--- src/rtl/exp_taylor_cfg_pp.sv ---
// exp_taylor_cfg_pp: pipelined e^x for unsigned fractional x in [0,1).
// Horner-form Taylor series truncated at a per-beat order (0..MAX_ORDER).
// One stage per Taylor term, highest term first. The pipeline moves only when
// the output register is empty or being drained, so a stall freezes every stage.
module exp_taylor_cfg_pp #(
  parameter int IW        = 12,
  parameter int OW        = 20,
  parameter int MAX_ORDER = 6,
  parameter int RW        = 16,
  localparam int OrdW     = $clog2(MAX_ORDER + 1)
) (
  input  logic            clk,
  input  logic            rst_n,
  input  logic [IW-1:0]   iData,
  input  logic [OrdW-1:0] iOrder,
  input  logic            iDataValid,
  output logic            iReady,
  output logic [OW-1:0]   oData,
  output logic            oDataValid,
  input  logic            oReady
);

  localparam logic [OW-1:0] ONE = OW'(1) << (OW - 2);
  localparam int ProdW = OW + IW;
  localparam int MulW  = OW + RW + 1;
  // The final stage never forwards x/order, so those registers stop one stage early.
  localparam int PassN = (MAX_ORDER > 1) ? MAX_ORDER - 1 : 1;

  logic            advance;
  logic [OrdW-1:0] ordClamp;

  logic            vldR    [1:MAX_ORDER];
  logic [OW-1:0]   accR    [1:MAX_ORDER];
  logic [OW-1:0]   accNext [1:MAX_ORDER];
  logic [IW-1:0]   xR      [1:PassN];
  logic [OrdW-1:0] ordR    [1:PassN];

  assign advance  = !oDataValid || oReady;
  assign iReady   = advance;
  assign ordClamp = (iOrder > OrdW'(MAX_ORDER)) ? OrdW'(MAX_ORDER) : iOrder;

  assign oData      = accR[MAX_ORDER];
  assign oDataValid = vldR[MAX_ORDER];

  for (genvar s = 1; s <= MAX_ORDER; s++) begin : gStage
    localparam int K = MAX_ORDER - s + 1;
    localparam logic [RW:0] RECIP = (RW + 1)'(((64'd1 << RW) + 64'(K / 2)) / 64'(K));

    logic [IW-1:0]   xPrev;
    logic [OrdW-1:0] ordPrev;
    logic [OW-1:0]   accPrev;
    logic [OW-1:0]   tVal;
    logic [OW-1:0]   newAcc;

    if (s == 1) begin : gFirst
      assign xPrev   = iData;
      assign ordPrev = ordClamp;
      assign accPrev = ONE;
    end else begin : gNext
      assign xPrev   = xR[s-1];
      assign ordPrev = ordR[s-1];
      assign accPrev = accR[s-1];
    end

    // Full-width products; truncation happens only at the two shifts.
    assign tVal    = OW'((ProdW'(accPrev) * ProdW'(xPrev)) >> IW);
    assign newAcc  = ONE + OW'((MulW'(tVal) * MulW'(RECIP)) >> RW);
    // Terms above this beat's order pass the accumulator through untouched.
    assign accNext[s] = (OrdW'(K) <= ordPrev) ? newAcc : accPrev;
  end

  // Stage registers: clear on reset, shift together on advance, hold on stall.
  always_ff @(posedge clk) begin
    if (!rst_n) begin
      for (int s = 1; s <= MAX_ORDER; s++) begin
        vldR[s] <= 1'b0;
        accR[s] <= '0;
      end
      for (int s = 1; s <= PassN; s++) begin
        xR[s]   <= '0;
        ordR[s] <= '0;
      end
    end else if (advance) begin
      vldR[1] <= iDataValid;
      accR[1] <= accNext[1];
      for (int s = 2; s <= MAX_ORDER; s++) begin
        vldR[s] <= vldR[s-1];
        accR[s] <= accNext[s];
      end
      if (MAX_ORDER > 1) begin
        xR[1]   <= iData;
        ordR[1] <= ordClamp;
      end
      for (int s = 2; s <= PassN; s++) begin
        xR[s]   <= xR[s-1];
        ordR[s] <= ordR[s-1];
      end
    end
  end

endmodule
--- config.mk ---
export PLATFORM = sky130hd
export DESIGN_NAME = exp_taylor_cfg_pp
export DESIGN_NICKNAME = d
export VERILOG_FILES = /design/src/rtl/exp_taylor_cfg_pp.sv
export SDC_FILE = /design/constraint.sdc
export NUM_CORES = 2
export LEC_CHECK = 0
export ABC_AREA = 1
export BUFFER_PORTS_ARGS = -buffer_cell sky130_fd_sc_hd__buf_2
export CELL_PAD_IN_SITES_DETAIL_PLACEMENT = 1
export CELL_PAD_IN_SITES_GLOBAL_PLACEMENT = 2
export CORE_MARGIN = 5
export CORE_UTILIZATION = 44
export DETAILED_ROUTE_END_ITERATION = 16
export PLACE_DENSITY = 0.95
export SLEW_MARGIN = 30
export SYNTH_ARGS = -nofsm -noshare
export SYNTH_HDL_FRONTEND = slang
export SYNTH_SLANG_ARGS = --single-unit
--- constraint.sdc ---
create_clock -name clk -period 16.6 [get_ports clk]
set_input_delay 1.66 -clock clk [delete_from_list [all_inputs] [get_ports clk]]
set_output_delay 1.66 -clock clk [all_outputs]
set_load 0.02 [all_outputs]
# Yosys cells after proc, flatten, opt, wreduce, memory -nomap -nowiden
# Memories as Yosys holds them, arrays and structs flattened.
# Index checks and enable logic that the tools add are counted.
[totals]
reg_bits = 0
ramBits = 201
in_bits = 19
output_inout_bits = 22
memories = 4
[memory_table]
columns = ["memory", "depth", "width", "read_ports", "rd_clocked_by_memory_dff", "write_ports", "line", "rtl"]
rows = [
  ["accR", 6, 20, 6, 0, 6, "33", "logic [OW-1:0] accR [1:MAX_ORDER];"],
  ["xR", 5, 12, 5, 0, 5, "35", "logic [IW-1:0] xR [1:PassN];"],
  ["ordR", 5, 3, 5, 0, 5, "36", "logic [OrdW-1:0] ordR [1:PassN];"],
  ["vldR", 6, 1, 6, 0, 6, "32", "logic vldR [1:MAX_ORDER];"],
]
[classes]
addsub = 6
mul = 8
magnitude_cmp = 7
n_mux = 33
n_bitwise = 22
n_reduce_logical = 2
[op_table]
columns = ["op", "count"]
rows = [
  ["$mux 20", 12],
  ["$mul 20x12->32", 5],
  ["$mux 12", 5],
  ["$add 19x18->20 const A", 2],
  ["$add 19x19->20 const A", 2],
  ["$mul 20x15->35 const B", 1],
  ["$mul 20x14->34 const B", 1],
  ["$mul 12x14->26 const B", 1],
  ["$or 1x1->1", 22],
  ["$add 19x16->20 const A", 1],
  ["$add 19x20->20 const A", 1],
  ["$mux 3", 6],
  ["$mux 1", 10],
  ["$le 3x3->1 const A", 3],
  ["$le 2x3->1 const A", 2],
  ["$gt 3x3->1 const B", 1],
  ["$le 1x3->1 const A", 1],
  ["$logic_not 1->1", 1],
  ["$logic_or 1x1->1", 1],
]

# Depth between registers and ports, before layout
# An unclocked memory read counts as a cell.
[logic_depth]
ltp_word = 7
mapped_depth = 49

# Worst setup path before layout
# Ideal clock, no wire load.
[synth_timing]
path_kind = "reg2reg"
start = "reg xR[0][18] (netlist name)"
end = "reg accR[0][57] (netlist name)"
setup_ns = 0.253
t_arrival_ns = 8.942
required_ns = 16.347
slack_ns = 7.406
stages_incl_launch_ff = 41
path_buffers = 2
path_cell_list = "edfxtp_1 clkbuf_1 clkbuf_1 nand2_1 fa_1 inv_1 fa_1 fa_1 fa_1 inv_1 fa_1 inv_1 ha_1 nand2_1 inv_1 a21boi_0 nand2_1 a31o_2 (+5 left out) fa_1 fa_1 fa_1 inv_1 fa_1 inv_1 ha_1 nand2_1 o21ai_0 inv_1 o21ai_0 a21oi_1 nand2_1 nand2_1 nand2_1 nand2_1 nand2_1 nor2_1"

==> run summary <==
The run finished with clean final reports. Clock-pin slew was measured on the worst setup and hold paths at 90 ps. In this design, the stage delay of the slowest critical-path cell is 1020 ps. The core footprint is 135000 sq um. The setup fix buffers added after clock tree synthesis came out at 0. The data required time of the worst path came out at 16870 ps. Leaving out fill and tap cells, the most frequent cell in the layout is sky130_fd_sc_hd__inv_1. The detail route stage leaves a number of antenna-violating nets equal to 0.

The post-synthesis instance area came out at roughly 60000 sq um. Setup violations remaining at the end of the flow were counted as 0. The clock sink count is 196.

The async set-or-reset flop fraction in the synthesized netlist is 0. The number of max-slew violations in the final report came out at 0. In the layout the commonest cells are sky130_fd_sc_hd__inv_1, sky130_fd_sc_hd__nand2_1, sky130_fd_sc_hd__fa_1.

From bottom edge to top edge, the die measures about 380 um. The sum of overflow across all layers after global routing is 0. For this run, the post-layout net count is between 9000 and 10000. The worst-case vdd ir drop is 423 uV.

The launching instance or port of the critical path is accR[0][70]. The worst hold path begins at vldR[2][1]. The worst register-to-register path begins at accR[0][70]. The detailed-route vias per instance came out at 5.24. In this run the critical register-to-register path is captured at accR[0][95]. The pre-antenna-repair detailed-routing pass consisted of 5 iterations. Clock latency on the worst-skew pair, taken at its later pin, is 540 ps. The final hold violation count is 0.

Summed over all layers, the routed wires come to 189 mm. The relative area change from synthesis to final layout came out at 3.99%. The via count of the first global-routing pass came out at 56300. At the end of routability-driven placement, the weighted congestion stood at 0.919. The worst-case reg-to-reg path depth came out at 35. The largest fanout of any net on the critical path came out at 13. The tree is rooted in a sky130_fd_sc_hd__clkbuf_16. For this run, the total global-route usage over all layers was measured as 0.272. The wire length per cell after detailed routing came out at 20.2 um. The clock tree from TritonCTS is done. The post-detailed-placement half-perimeter wirelength is 157 mm. The register bit count reported by yosys came out at 196. Dividing the final minimum period by the clock period gives 0.663. Static timing analysis puts the maximum clock frequency at 90.8 MHz.

The count of maximum capacitance violations is 0. In the post-synthesis netlist, the biggest area contributors are sky130_fd_sc_hd__fa_1, sky130_fd_sc_hd__ha_1, sky130_fd_sc_hd__inv_1. The power density over the cells is 126 nW/um^2. The row count came out at around 140.

The number of levels the H-tree was split into came out at 4. The number of antenna violations at the first check in global routing is 0. The wire length of the first global-routing pass is between 300 and 400 mm. The number of buffers added by the clock tree synthesis step came out at 17. The hold-fix buffer count after cts came out at 0.

The overall power after layout is between 7 and 8 mW. The standard cell with the maximum stage delay on the critical path is sky130_fd_sc_hd__edfxtp_1. The floorplan step defined a die boundary enclosing 143000 sq um. The utilization after layout is 0.460. The share of synthesized area in the top cell type comes to 0.354. The critical path in this run is classified as reg2reg.

The count of different cell masters after synthesis is 58. The synthesized netlist cell count came out at between 7000 and 8000. The antenna cell count is 0.

The average size of a mapped cell came out at 7.73 sq um. The most frequently used flop master after synthesis is sky130_fd_sc_hd__edfxtp_1. Summing all placed instances gives a cell area of about 61000 sq um. The type of element capturing the critical path is a flip-flop.

The effective utilization at floorplan is 0.442. The maximum count of clock buffers along a single path came out at 2. In the final timing run, aggregate negative setup slack is 0 ps. Synthesis produced a netlist with a net count of 9468. The die span in x came out at 378 um. The vias after detailed routing came out at 49000. The arrival time at the worst endpoint came out at 11280 ps. The Yosys step of the flow raised 0 warnings. STA classifies the critical path startpoint as a flip-flop.

The count of flip-flops with a built-in enable after synthesis came out at 196. The most numerous cell type found on the critical path is sky130_fd_sc_hd__fa_1. In the routed design, unresolved DRC markers number 0.

The register-to-register setup slack came out at between 5000 and 6000 ps. For the pin with the worst max-slew slack, the measured transition is 1040 ps. The number of gates given a new drive strength after cts is 0. The leakage power is 34.0 nW.

The layout has 16700 filler cells. The top-level port count came out at 41. The worst path needs ~11000 ps of the cycle, external delays included. The worst hold path belongs to the class reg2reg. Across the routed clock network, the largest skew measured is 18.8 ps. The number of DRC markers in iteration 0 is 2690. sky130_fd_sc_hd__fa_1 takes more of the synthesized area than any other cell. The final cell area excluding filler cells came out at 62100 sq um. Of the cells placed in the final design, the portion with a size suffix greater than 1 is 0.0271. Entering global routing, the biggest net connects 72 pins.

The number of port buffers came out at 40. Setup repair after global routing left no endpoint under its margin. The max-slew headroom at the worst pin is 0.304.

The post-synthesis sequential area ratio came out at 0.0986. The critical path ends at accR[0][95].
## layer usage
layer,global-route usage,part of all wire,vias to the layer above
met5,0,0,-
met4,0.0999,0.040,0
met3,0.0305,0.040,320
met2,0.484,0.50,1034
met1,0.341,0.42,25100
li1,-,-,22500
## worst min path at each step
stage	to	slack (ps)	cells after the start
2_1_floorplan	ordR[0][10]	520	2
3_3_place_gp	vldR[2][0]	540	2
3_5_place_dp	vldR[3][0]	540	2
4_1_cts	vldR[3][0]	570	2
5_1_grt	vldR[3][0]	600	2
6_report	vldR[3][0]	570	2
## sequential cells by signal, summed over array words and instances (netlist names)
signal and cells:
accR 115, xR 60, ordR 15, vldR 6
## worst max-delay path: cells and delay by family, from the launching register on
kind | cells | cell delay, ps
fa+ha+maj | 13 | 6060
simple gates | 9 | 1420
compound gates | 5 | 1260
flops | 1 | 1020
xor+xnor | 1 | 520
buf+inv | 7 | 470
## final cells by class
cell class | instances | area, sq um | area share
multi-input combinational | 5217 | 45100 | 0.726
inverter | 2036 | 7640 | 0.123
clock inverter | 15 | 200 | 0.00322
tap | 1781 | 2230 | 0.0359
sequential | 196 | 5890 | 0.0948
clock buffer | 17 | 425 | 0.00685
timing repair buffer | 83 | 639 | 0.0103
## kinds of logic (layout without fill, tap and decap cells)
kind of cell	after synthesis	after routing	share of synthesized area
adder cells (fa/ha/maj)	1728	1728	0.495
AO/OA/AOI/OAI	650	650	0.0617
buffers and inverters	2308	2151	0.147
XOR/XNOR	79	79	0.0121
AND/OR/NAND/NOR	2760	2760	0.186
flip-flops	196	196	0.0986
## metrics by stage
stage	hold WS [ps]	setup WS, ps	cells
after floorplan	519	7410	7721
after global placement	538	5490	9293
after detailed placement	543	5770	9304
after CTS	566	5690	9336
after global routing	598	5100	9345
final	566	5590	9345
## report_power, final
part / leakage (nW) / switching, mW / internal, mW
Clock: 0.297 / 0.258 / 0.208
Combinational: 31.3 / 4.30 / 2.27
Sequential: 2.37 / 0.217 / 0.595
## synth_stat cells, drive strengths merged (29+ instances only)
cell type	number
inv	2036
nand2	1903
fa	1056
ha	672
nor2	538
a21oi	285
clkbuf	234
o21ai	215
edfxtp	196
nand3	190
xor2	60
nor3	55
o21bai	49
nand4	40
buf	38
a21o	29
Note: power is estimated with default switching activity, not from simulation.
